<file path="src/rtl/leds_pkg.sv">
// -----------------------------------------------------------------------------
// leds_pkg
// Shared definitions for the multi-channel LED driver.
//   MODE_W        width of one channel's mode field
//   mode_e        per-channel operating mode (OFF, ON, BLINK, FLASH)
//   led_for_mode  maps a mode plus channel state to the LED level
// -----------------------------------------------------------------------------
`timescale 1ns/1ps

package leds_pkg;

    localparam int unsigned MODE_W = 2;

    typedef enum logic [MODE_W-1:0] {
        MODE_OFF   = 2'd0,
        MODE_ON    = 2'd1,
        MODE_BLINK = 2'd2,
        MODE_FLASH = 2'd3
    } mode_e;

    // LED level for a channel given its mode, blink phase and whether its
    // tick counter sits at zero (the FLASH strobe point).
    function automatic logic led_for_mode(mode_e m, logic phase, logic at_zero);
        logic lvl;
        unique case (m)
            MODE_OFF:   lvl = 1'b0;
            MODE_ON:    lvl = 1'b1;
            MODE_BLINK: lvl = phase;
            MODE_FLASH: lvl = at_zero;
            default:    lvl = 1'b0;
        endcase
        return lvl;
    endfunction

endpackage

</file>
<file path="src/rtl/leds_channel.sv">
// -----------------------------------------------------------------------------
// leds_channel
// One LED channel: tick counter, blink phase, last-seen mode and the
// registered LED output.
// Ports:
//   clk     system clock, rising edge
//   reset   asynchronous active-low reset
//   tick    one-cycle prescaler strobe
//   sync    synchronous restart of count and phase
//   mode    requested mode (leds_pkg::mode_e encoding)
//   period  period in ticks; 0 is treated as 1
//   led     registered LED output
// -----------------------------------------------------------------------------
`timescale 1ns/1ps

module leds_channel
    import leds_pkg::*;
#(
    parameter int unsigned PERIOD_W = 8
) (
    input  logic                clk,
    input  logic                reset,
    input  logic                tick,
    input  logic                sync,
    input  logic [MODE_W-1:0]   mode,
    input  logic [PERIOD_W-1:0] period,
    output logic                led
);

    logic [PERIOD_W-1:0] count_q, count_d;
    logic                phase_q, phase_d;
    mode_e               mode_q,  mode_d;
    logic                led_q,   led_d;

    mode_e               mode_in;
    logic [PERIOD_W-1:0] last;
    logic                wrap;

    always_comb begin
        mode_in = mode_e'(mode);

        // Last count value of a period; period 0 behaves as period 1.
        last = (period == '0) ? '0 : (period - PERIOD_W'(1));

        // >= rather than == so a period shortened mid-count still wraps.
        wrap = (count_q >= last);

        count_d = count_q;
        phase_d = phase_q;
        mode_d  = mode_q;

        if (sync) begin
            // Sync outranks both a mode change and a coincident tick.
            count_d = '0;
            phase_d = 1'b0;
            mode_d  = mode_in;
        end else if (mode_in != mode_q) begin
            count_d = '0;
            phase_d = 1'b0;
            mode_d  = mode_in;
        end else if (tick) begin
            unique case (mode_q)
                MODE_BLINK: begin
                    if (wrap) begin
                        count_d = '0;
                        phase_d = ~phase_q;
                    end else begin
                        count_d = count_q + PERIOD_W'(1);
                    end
                end
                MODE_FLASH: begin
                    if (wrap) begin
                        count_d = '0;
                    end else begin
                        count_d = count_q + PERIOD_W'(1);
                    end
                end
                default: begin
                    // OFF / ON: counters are idle; re-entry clears them anyway.
                end
            endcase
        end

        // LED is derived from the next state so it updates on the same edge.
        led_d = led_for_mode(mode_d, phase_d, (count_d == '0));
    end

    always_ff @(posedge clk or negedge reset) begin
        if (!reset) begin
            count_q <= '0;
            phase_q <= 1'b0;
            mode_q  <= MODE_OFF;
            led_q   <= 1'b0;
        end else begin
            count_q <= count_d;
            phase_q <= phase_d;
            mode_q  <= mode_d;
            led_q   <= led_d;
        end
    end

    assign led = led_q;

endmodule

</file>
<file path="src/rtl/leds_blink.sv">
// -----------------------------------------------------------------------------
// leds_blink
// Multi-channel LED driver with a shared prescaler, per-channel mode and
// period, and a global phase-sync input.
// Ports:
//   clk     system clock, rising edge
//   reset   asynchronous active-low reset
//   en      global enable; 0 freezes prescaler and channel counters
//   sync    synchronous restart of prescaler and all channel phases
//   mode    per-channel mode, channel i at [2i+1:2i]
//   period  per-channel period in ticks, channel i at [PERIOD_W*i +: PERIOD_W]
//   led     registered LED outputs
//   tick    one-cycle prescaler strobe
// -----------------------------------------------------------------------------
`timescale 1ns/1ps

module leds_blink
    import leds_pkg::*;
#(
    parameter int unsigned CHANNELS = 4,
    parameter int unsigned PRESCALE = 1000,
    parameter int unsigned PERIOD_W = 8
) (
    input  logic                         clk,
    input  logic                         reset,
    input  logic                         en,
    input  logic                         sync,
    input  logic [MODE_W*CHANNELS-1:0]   mode,
    input  logic [PERIOD_W*CHANNELS-1:0] period,
    output logic [CHANNELS-1:0]          led,
    output logic                         tick
);

    localparam int unsigned     PRE_W    = (PRESCALE > 1) ? $clog2(PRESCALE) : 1;
    localparam logic [PRE_W-1:0] PRE_LAST = PRE_W'(PRESCALE - 1);

    logic [PRE_W-1:0] pre_q, pre_d;

    // Decoded from registered state only, so it is a clean one-cycle pulse.
    assign tick = en && (pre_q == PRE_LAST);

    always_comb begin
        pre_d = pre_q;
        if (sync) begin
            pre_d = '0;
        end else if (en) begin
            pre_d = (pre_q == PRE_LAST) ? '0 : (pre_q + PRE_W'(1));
        end
    end

    always_ff @(posedge clk or negedge reset) begin
        if (!reset) begin
            pre_q <= '0;
        end else begin
            pre_q <= pre_d;
        end
    end

    for (genvar i = 0; i < CHANNELS; i++) begin : g_chan
        leds_channel #(
            .PERIOD_W (PERIOD_W)
        ) u_chan (
            .clk    (clk),
            .reset  (reset),
            .tick   (tick),
            .sync   (sync),
            .mode   (mode[MODE_W*i +: MODE_W]),
            .period (period[PERIOD_W*i +: PERIOD_W]),
            .led    (led[i])
        );
    end

endmodule

</file>
<file path="config.mk">
export PLATFORM = sky130hd
export DESIGN_NAME = leds_blink
export DESIGN_NICKNAME = d
export VERILOG_FILES = /design/src/rtl/leds_pkg.sv /design/src/rtl/leds_channel.sv /design/src/rtl/leds_blink.sv
export SDC_FILE = /design/constraint.sdc
export NUM_CORES = 1
export LEC_CHECK = 0
export BUFFER_PORTS_ARGS = -buffer_cell sky130_fd_sc_hd__clkbuf_2
export CAP_MARGIN = 40
export CORE_UTILIZATION = 60
export DETAILED_ROUTE_END_ITERATION = 7
export PLACE_DENSITY = 0.83
export SLEW_MARGIN = 20
export SYNTH_ARGS = -nofsm -noshare
export SYNTH_HDL_FRONTEND = slang
export SYNTH_SLANG_ARGS = --single-unit
export TNS_END_PERCENT = 20
</file>
<file path="constraint.sdc">
create_clock -name clk -period 4.56 [get_ports clk]
set_clock_uncertainty 0.1 [all_clocks]
set_input_delay 1.14 -clock clk [delete_from_list [all_inputs] [get_ports clk]]
set_output_delay 1.14 -clock clk [all_outputs]
set_load 0.05 [all_outputs]
</file>
==> out/results.txt, run 1 <==
Outcome = finished, final reports clean
Top FF cell, synth = dfrtp_1
Min cycle time layout = 3.87 ns
Reg2reg setup slack = 1.80 ns
Core footprint = 7370 um^2
Initial antenna violation count = 0
Unrepaired setup endpoints after global routing = no
Cell Area, Placed = 4920 um^2
FF-to-FF Start = pre_q[0]$_DFFE_PN0P_
Critical Path RT = 4.68 ns
Async SR Flop Fraction = 100%
WP data arrival = 3.99 ns
Post-CTS setup buffers = 0
Number of synthesized register bits = 58
Die height = 90.0 um
Vias post-DR = 3,934
Min-delay worst type = flip-flop to flip-flop
FP Rows = 31
Max-capacitance violation count = 0
Slew Limit Fails = 0
Area Growth Syn to Fin = 9.97%
Drc violations = 0
Setup TNS Final = 0 ns
Slew margin rel. = 59.6%
Io pins = 49
EDFF count, synth = 0
Drt pass-1 iters = 4
Crit path max fanout = 6
GRT Total Usage = 24.6%
Grt ovf = 0
Avg Cell Area, Syn = 8.78 um^2
Period utilisation layout = 84.8%
Crit path capture type = flip-flop
Dpl hpwl = 7080 um
Unique masters post-synth = 61
Worst ir drop on vdd = 0.175 mV
Ant. Diodes = 0
Post-synth top area share = 31.3%
Final setup viols = 0
Area of the die = 8100 um^2
CP Launch Point = period[29]
Int Power = 0.000788 W
Mapped Area = 4640 um^2
Hold Path Depth = 2
Die Span X = 90.0 um
Switching share of power = 26.5%
Clk buf depth = 2
Starting Density = 63.0%
Placer Congestion = 0.852
Reg-to-reg endpoint = g_chan[1].u_chan.led$_DFF_PN0_
Actual slew at the worst max-slew pin = 0.591 ns
Syn Nets = 614
Worst-Skew Late Latency = 0.34 ns
Max H-tree Level = 3
Root buf cell = clkbuf_8
CTS tree = yes
Share of power burned in registers = 49.3%
CTS resizes = 0
Vias in the first global route = 3,924
Seq/Total Area, Yosys = 31.3%
Power Density = 210 nW/um^2
Drt first-iter violations = 168
LEAKAGE = 2.41 nW
Clk pin slew, worst setup/hold paths = 0.07 ns
Cts bufs inserted = 9
Post-Syn Instances = 529
Most common cell after layout, fill and taps aside = nand2_1
Routed WL = 9300 um
Switching pwr = 0.000283 W
Via density = 5.84
Type of the worst setup path = input pin to flip-flop
Routed WL per cell = 13.8 um
Combinational fraction of design power = 12.9%
Antenna Violating Nets Remaining = 0
Largest net degree at the start of global routing = 36
IO Port Bufs = 48
Layout cell share with drive strength beyond 1 = 14.8%
Area leader, netlist = dfrtp_1
Wire length of the first global-routing pass = 16,600 um
Hold EP = g_chan[2].u_chan.phase_q$_DFF_PN0_
Most frequent cells in the layout = 63 x nand2_1, 58 x dfrtp_1, 53 x nor2_1
Largest cells by area after synthesis = dfrtp_1 31%, ha_1 11%, xor2_1 8.9%, nand2_1 5.1%, nor2_1 4.3%
Finished Cell Area = 5110 um^2
Yosys warning count = 0
Clock network fraction of design power = 37.8%
Nets = 655
Sink Count = 58
Crit start category = input pin
Max Fclk = 0.259 GHz
Reg2reg path depth = 9
Final hold violation count = 0
Hold Buf Count CTS = 0
Hold path startpoint = g_chan[2].u_chan.phase_q$_DFF_PN0_
==> synth_stat cells, types with 4 or more instances <==
library cell and count:
nand2_1 63, dfrtp_1 58, nor2_1 53, xor2_1 47, ha_1 41, a21oi_1 23
nor3_1 23, xnor2_1 22, nand4_1 16, nand3_1 15, inv_1 14, nand2b_1 14
clkbuf_1 13, and2_1 12, a21o_1 9, mux2i_1 8, a31oi_1 6, nor4_1 6
o31ai_1 6, or3_1 6, and4_1 5, buf_4 5, o21ai_0 5, a211oi_1 4
and3_1 4, nor3b_1 4
==> worst max-delay path, cell delays in order <==
cell	delay, ns
clkbuf_2	0.10
or4_1	0.52
or3_1	0.45
and2_1	0.20
ha_1	0.26
nand2b_1	0.14
a21o_1	0.18
a211oi_1	0.29
o31a_1	0.20
nor3_2	0.06
and3b_1	0.18
o32a_1	0.28
==> power groups by stage <==
| stage | Sequential, W | Combinational (W) | Clock [W] |
|---|---|---|---|
| global placement | 0.000537 | 0.000128 | 0 |
| floorplan | 0.000535 | 0.0000826 | 0 |
| detailed placement | 0.000537 | 0.000135 | 0 |
| finish | 0.000528 | 0.000138 | 0.000405 |
| CTS | 0.000528 | 0.000136 | 0.000417 |
| global route | 0.000528 | 0.000157 | 0.000440 |
==> state kept, by name, indices dropped and copies added, names as in the netlist <==
name,cells
g_chan.u_chan.phase_q,4
pre_q,10
g_chan.u_chan.led,4
g_chan.u_chan.mode_q,8
g_chan.u_chan.count_q,32
==> cell type report <==
| type | count | area [um^2] |
|---|---|---|
| clock buffer | 13 | 149 |
| clock inverter | 3 | 15.0 |
| fill | 572 | 2260 |
| inverter | 14 | 52.6 |
| multi-input combinational | 436 | 3030 |
| sequential | 58 | 1450 |
| tap | 99 | 124 |
| timing repair buffer | 51 | 283 |
==> cell families after synthesis <==
logic type,Yosys count,share of synthesized area (%)
AOI/OAI and AO/OA,71,10.7
xor gates and xnor gates,69,13.0
adders and majority gates,41,11.0
buffers and inverters,35,3.45
DFF,58,31.2
muxes,10,2.21
and+or+nand+nor,245,28.3
==> how the worst max path moves through the flow <==
stage          slack (ns)                        endpoint  cells past startpoint
2_1_floorplan        0.68  g_chan[3].u_chan.led$_DFF_PN0_                     11
6_report             0.69  g_chan[3].u_chan.led$_DFF_PN0_                     12
4_1_cts              0.70  g_chan[3].u_chan.led$_DFF_PN0_                     12
5_1_grt              0.55  g_chan[3].u_chan.led$_DFF_PN0_                     12
3_3_place_gp         0.51  g_chan[3].u_chan.led$_DFF_PN0_                     12
3_5_place_dp         0.35  g_chan[3].u_chan.led$_DFF_PN0_                     12
==> through the flow <==
step,power (W),utilization [%],worst slack (ns),std cells,hold WS (ns)
after floorplan,0.000618,-,0.684,529,0.419
after global placement,0.000665,66.7,0.512,657,0.437
after detailed placement,0.000672,66.7,0.345,657,0.455
after CTS,0.00108,68.9,0.700,673,0.465
after global routing,0.00113,69.3,0.553,674,0.502
final,0.00107,69.3,0.692,674,0.457
==> layer usage <==
layer,GRT usage (%),share of wire (%),vias up
met5,0,0,-
met4,6.32,0.89,0
met3,5.67,2.9,8
met2,43.8,51,56
met1,30.0,45,1907
li1,-,-,1963
(Power assumes the default switching activity.)
==> run 2: changes to the inputs <==
--- a/config.mk
+++ b/config.mk
@@ -7,9 +7,9 @@
 export LEC_CHECK = 0
 export BUFFER_PORTS_ARGS = -buffer_cell sky130_fd_sc_hd__clkbuf_2
 export CAP_MARGIN = 40
-export CORE_UTILIZATION = 60
+export CORE_UTILIZATION = 54
 export DETAILED_ROUTE_END_ITERATION = 7
-export PLACE_DENSITY = 0.83
+export PLACE_DENSITY = 0.79
 export SLEW_MARGIN = 20
 export SYNTH_ARGS = -nofsm -noshare
 export SYNTH_HDL_FRONTEND = slang
==> constraint.sdc (replaced) <==
create_clock -name clk -period 3.1 [get_ports clk]
set_clock_uncertainty 0.1 [all_clocks]
set_input_delay 0.775 -clock clk [delete_from_list [all_inputs] [get_ports clk]]
set_output_delay 0.775 -clock clk [all_outputs]
set_load 0.05 [all_outputs]
==> out/results.txt, run 2 (synthesis gave the netlist of run 1 again) <==
Actual slew at the worst max-slew pin = 0.638 ns (was 0.591 ns)
LEAKAGE = 2.72 nW (was 2.41 nW)
Cts bufs inserted = 9 (unchanged)
Multi-input logic area = 3240 um^2 (was 3030 um^2)
Root buf cell = clkbuf_8 (unchanged)
Outcome = complete, but fails checks (was finished, final reports clean)
Nets = 708 (was 655)
Crit path max fanout = 3 (was 6)
GRT Total Usage = 25.4% (was 24.6%)
Period utilisation layout = 108%
Die height = 94.7 um (was 90.0 um)
Most frequent cells in the layout = 60 x nand2_1, 58 x dfrtp_1, 55 x buf_4 (was 63 x nand2_1, 58 x dfrtp_1, 53 x nor2_1)
Setup TNS Final = -1.82 ns (was 0 ns)
Min-delay worst type = input pin to asynchronous set/reset pin (was flip-flop to flip-flop)
Core footprint = 8260 um^2 (was 7370 um^2)
Register area = 1450 um^2 (unchanged)
Ant. Diodes = 0 (unchanged)
Drc violations = 0 (unchanged)
Largest register FFs = 32 (unchanged)
Final setup viols = 10 (was 0)
Power Density = 305 nW/um^2 (was 210 nW/um^2)
Vias in the first global route = 4,156 (was 3,924)
Grt ovf = 0 (unchanged)
Final WS setup = -0.243 ns (was 0.692 ns)
Layout cell share with drive strength beyond 1 = 27.2% (was 14.8%)
Max Fclk = 0.299 GHz
Crit start category = input pin (unchanged)
Final hold violation count = 0 (unchanged)
Clk pin slew, worst setup/hold paths = 0.06 ns (was 0.07 ns)
CTS tree = yes (unchanged)
Slew Limit Fails = 0 (unchanged)
Max-capacitance violation count = 0 (unchanged)
FP Rows = 33 (was 31)
WHS = 0.347 ns (was 0.457 ns)
Clk buf depth = 2 (unchanged)
Largest net degree at the start of global routing = 26 (was 36)
Area of the die = 8980 um^2 (was 8100 um^2)
Die Span X = 94.7 um (was 90.0 um)
Sink Count = 58 (unchanged)
Placer Congestion = 0.863 (was 0.852)
Critical Path RT = 3.23 ns (was 4.68 ns)
Via density = 5.72 (was 5.84)
Worst-Skew Late Latency = 0.34 ns (about the same)
Unrepaired setup endpoints after global routing = yes (was no)
Top Registers = g_chan.u_chan.count_q (32), pre_q (10), g_chan.u_chan.mode_q (8) (unchanged)
Violated checks = negative setup slack
Starting Density = 56.2% (was 63.0%)
Routed WL = 10,800 um (was 9300 um)
Area Growth Syn to Fin = 23.8% (was 9.97%)
Reg2reg path depth = 8 (was 9)
Filler instances = 634 (was 572)
Crit path capture type = flip-flop (unchanged)
Drt pass-1 iters = 4 (unchanged)
IO Port Bufs = 48 (unchanged)
Io pins = 49 (unchanged)
Min cycle time layout = 3.34 ns
Type of the worst setup path = input pin to flip-flop (unchanged)
Worst ir drop on vdd = 0.252 mV (was 0.175 mV)
Antenna Violating Nets Remaining = 0 (unchanged)
Wire length of the first global-routing pass = 18,100 um (was 16,600 um)
Slew margin rel. = 57.5% (was 59.6%)
Routed WL per cell = 14.7 um (was 13.8 um)
Most flops, register = g_chan.u_chan.count_q (unchanged)
Dpl hpwl = 7850 um (was 7080 um)
Initial antenna violation count = 0 (unchanged)
WP data arrival = 3.47 ns (was 3.99 ns)
Drt first-iter violations = 116 (was 168)
Vias post-DR = 4,196 (was 3,934)
Most common cell after layout, fill and taps aside = nand2_1 (unchanged)
Max H-tree Level = 3 (unchanged)
-- run 2: cell count changes in the layout (fill, tap and decap cells not counted), moves of 3 or more --
cell | before | now
buf_4 | 2 | 55
nor2_2 | 0 | 3
ha_4 | 0 | 4
nand2_1 | 63 | 60
nand2b_1 | 14 | 10
ha_1 | 41 | 37
nand2b_4 | 0 | 4
nor2_1 | 53 | 49
-- run 2: what timing repair did --
action,CTS,global route
endpoints found under the setup margin,4,30
setup buffers,1,2
resized for setup,1,31
pin swaps,4,13
hold buffers,0,0
-- run 2: worst paths after layout --
check / startpoint / endpoint / slack [ns]
min reg2reg: g_chan[1].u_chan.phase_q$_DFF_PN0_ / g_chan[1].u_chan.phase_q$_DFF_PN0_ / 0.48
max: period[29] / g_chan[3].u_chan.led$_DFF_PN0_ / -0.24
min in group clk: mode[7] / g_chan[3].u_chan.mode_q[1]$_DFF_PN0_ / 0.47
max reg2reg: pre_q[0]$_DFFE_PN0P_ / g_chan[0].u_chan.led$_DFF_PN0_ / 0.32
max in group asynchronous: reset / g_chan[0].u_chan.count_q[2]$_DFF_PN0_ / 1.87
min: reset / g_chan[2].u_chan.count_q[2]$_DFF_PN0_ / 0.35
-- run 2: final cells by class --
class	instances	area share (%)
clock buffer	14	2.83
clock inverter	2	0.609
inverter	14	0.914
multi-input combinational	436	56.4
sequential	58	25.3
tap	105	2.29
timing repair buffer	104	11.7
-- run 2: routing by layer --
layer	share of wire [%]	up-vias	GRT usage [%]
li1	-	2058	-
met1	44	2027	30.8
met2	51	96	43.6
met3	3.5	15	7.09
met4	1.3	0	7.45
met5	0	-	0
-- run 2: report_power, final --
group / internal (W) / switching (W)
registers: 0.000767 / 0.00000974
clock network: 0.000415 / 0.000291
logic: 0.000125 / 0.000143
-- run 2: critical path, stage by stage --
cell	delay, ns
buf_6	0.09
or4_4	0.52
or3_4	0.40
and2_4	0.16
ha_4	0.20
nand2b_4	0.13
a21o_1	0.17
a211oi_2	0.25
o31a_1	0.25
nor3_4	0.06
and3b_1	0.17
o32a_1	0.28
-- run 2: stage by stage --
step / instances / setup slack [ns] / instance area, um^2 / utilization, % / total power (W)
2_1_floorplan: 529 / -0.305 / 4690 / - / 0.000913
3_3_place_gp: 714 / -0.412 / 5350 / 64.8 / 0.00102
3_5_place_dp: 714 / -0.527 / 5350 / 64.8 / 0.00104
4_1_cts: 731 / -0.155 / 5570 / 67.4 / 0.00174
5_1_grt: 733 / -0.269 / 5750 / 69.6 / 0.00183
6_report: 733 / -0.243 / 5750 / 69.6 / 0.00175
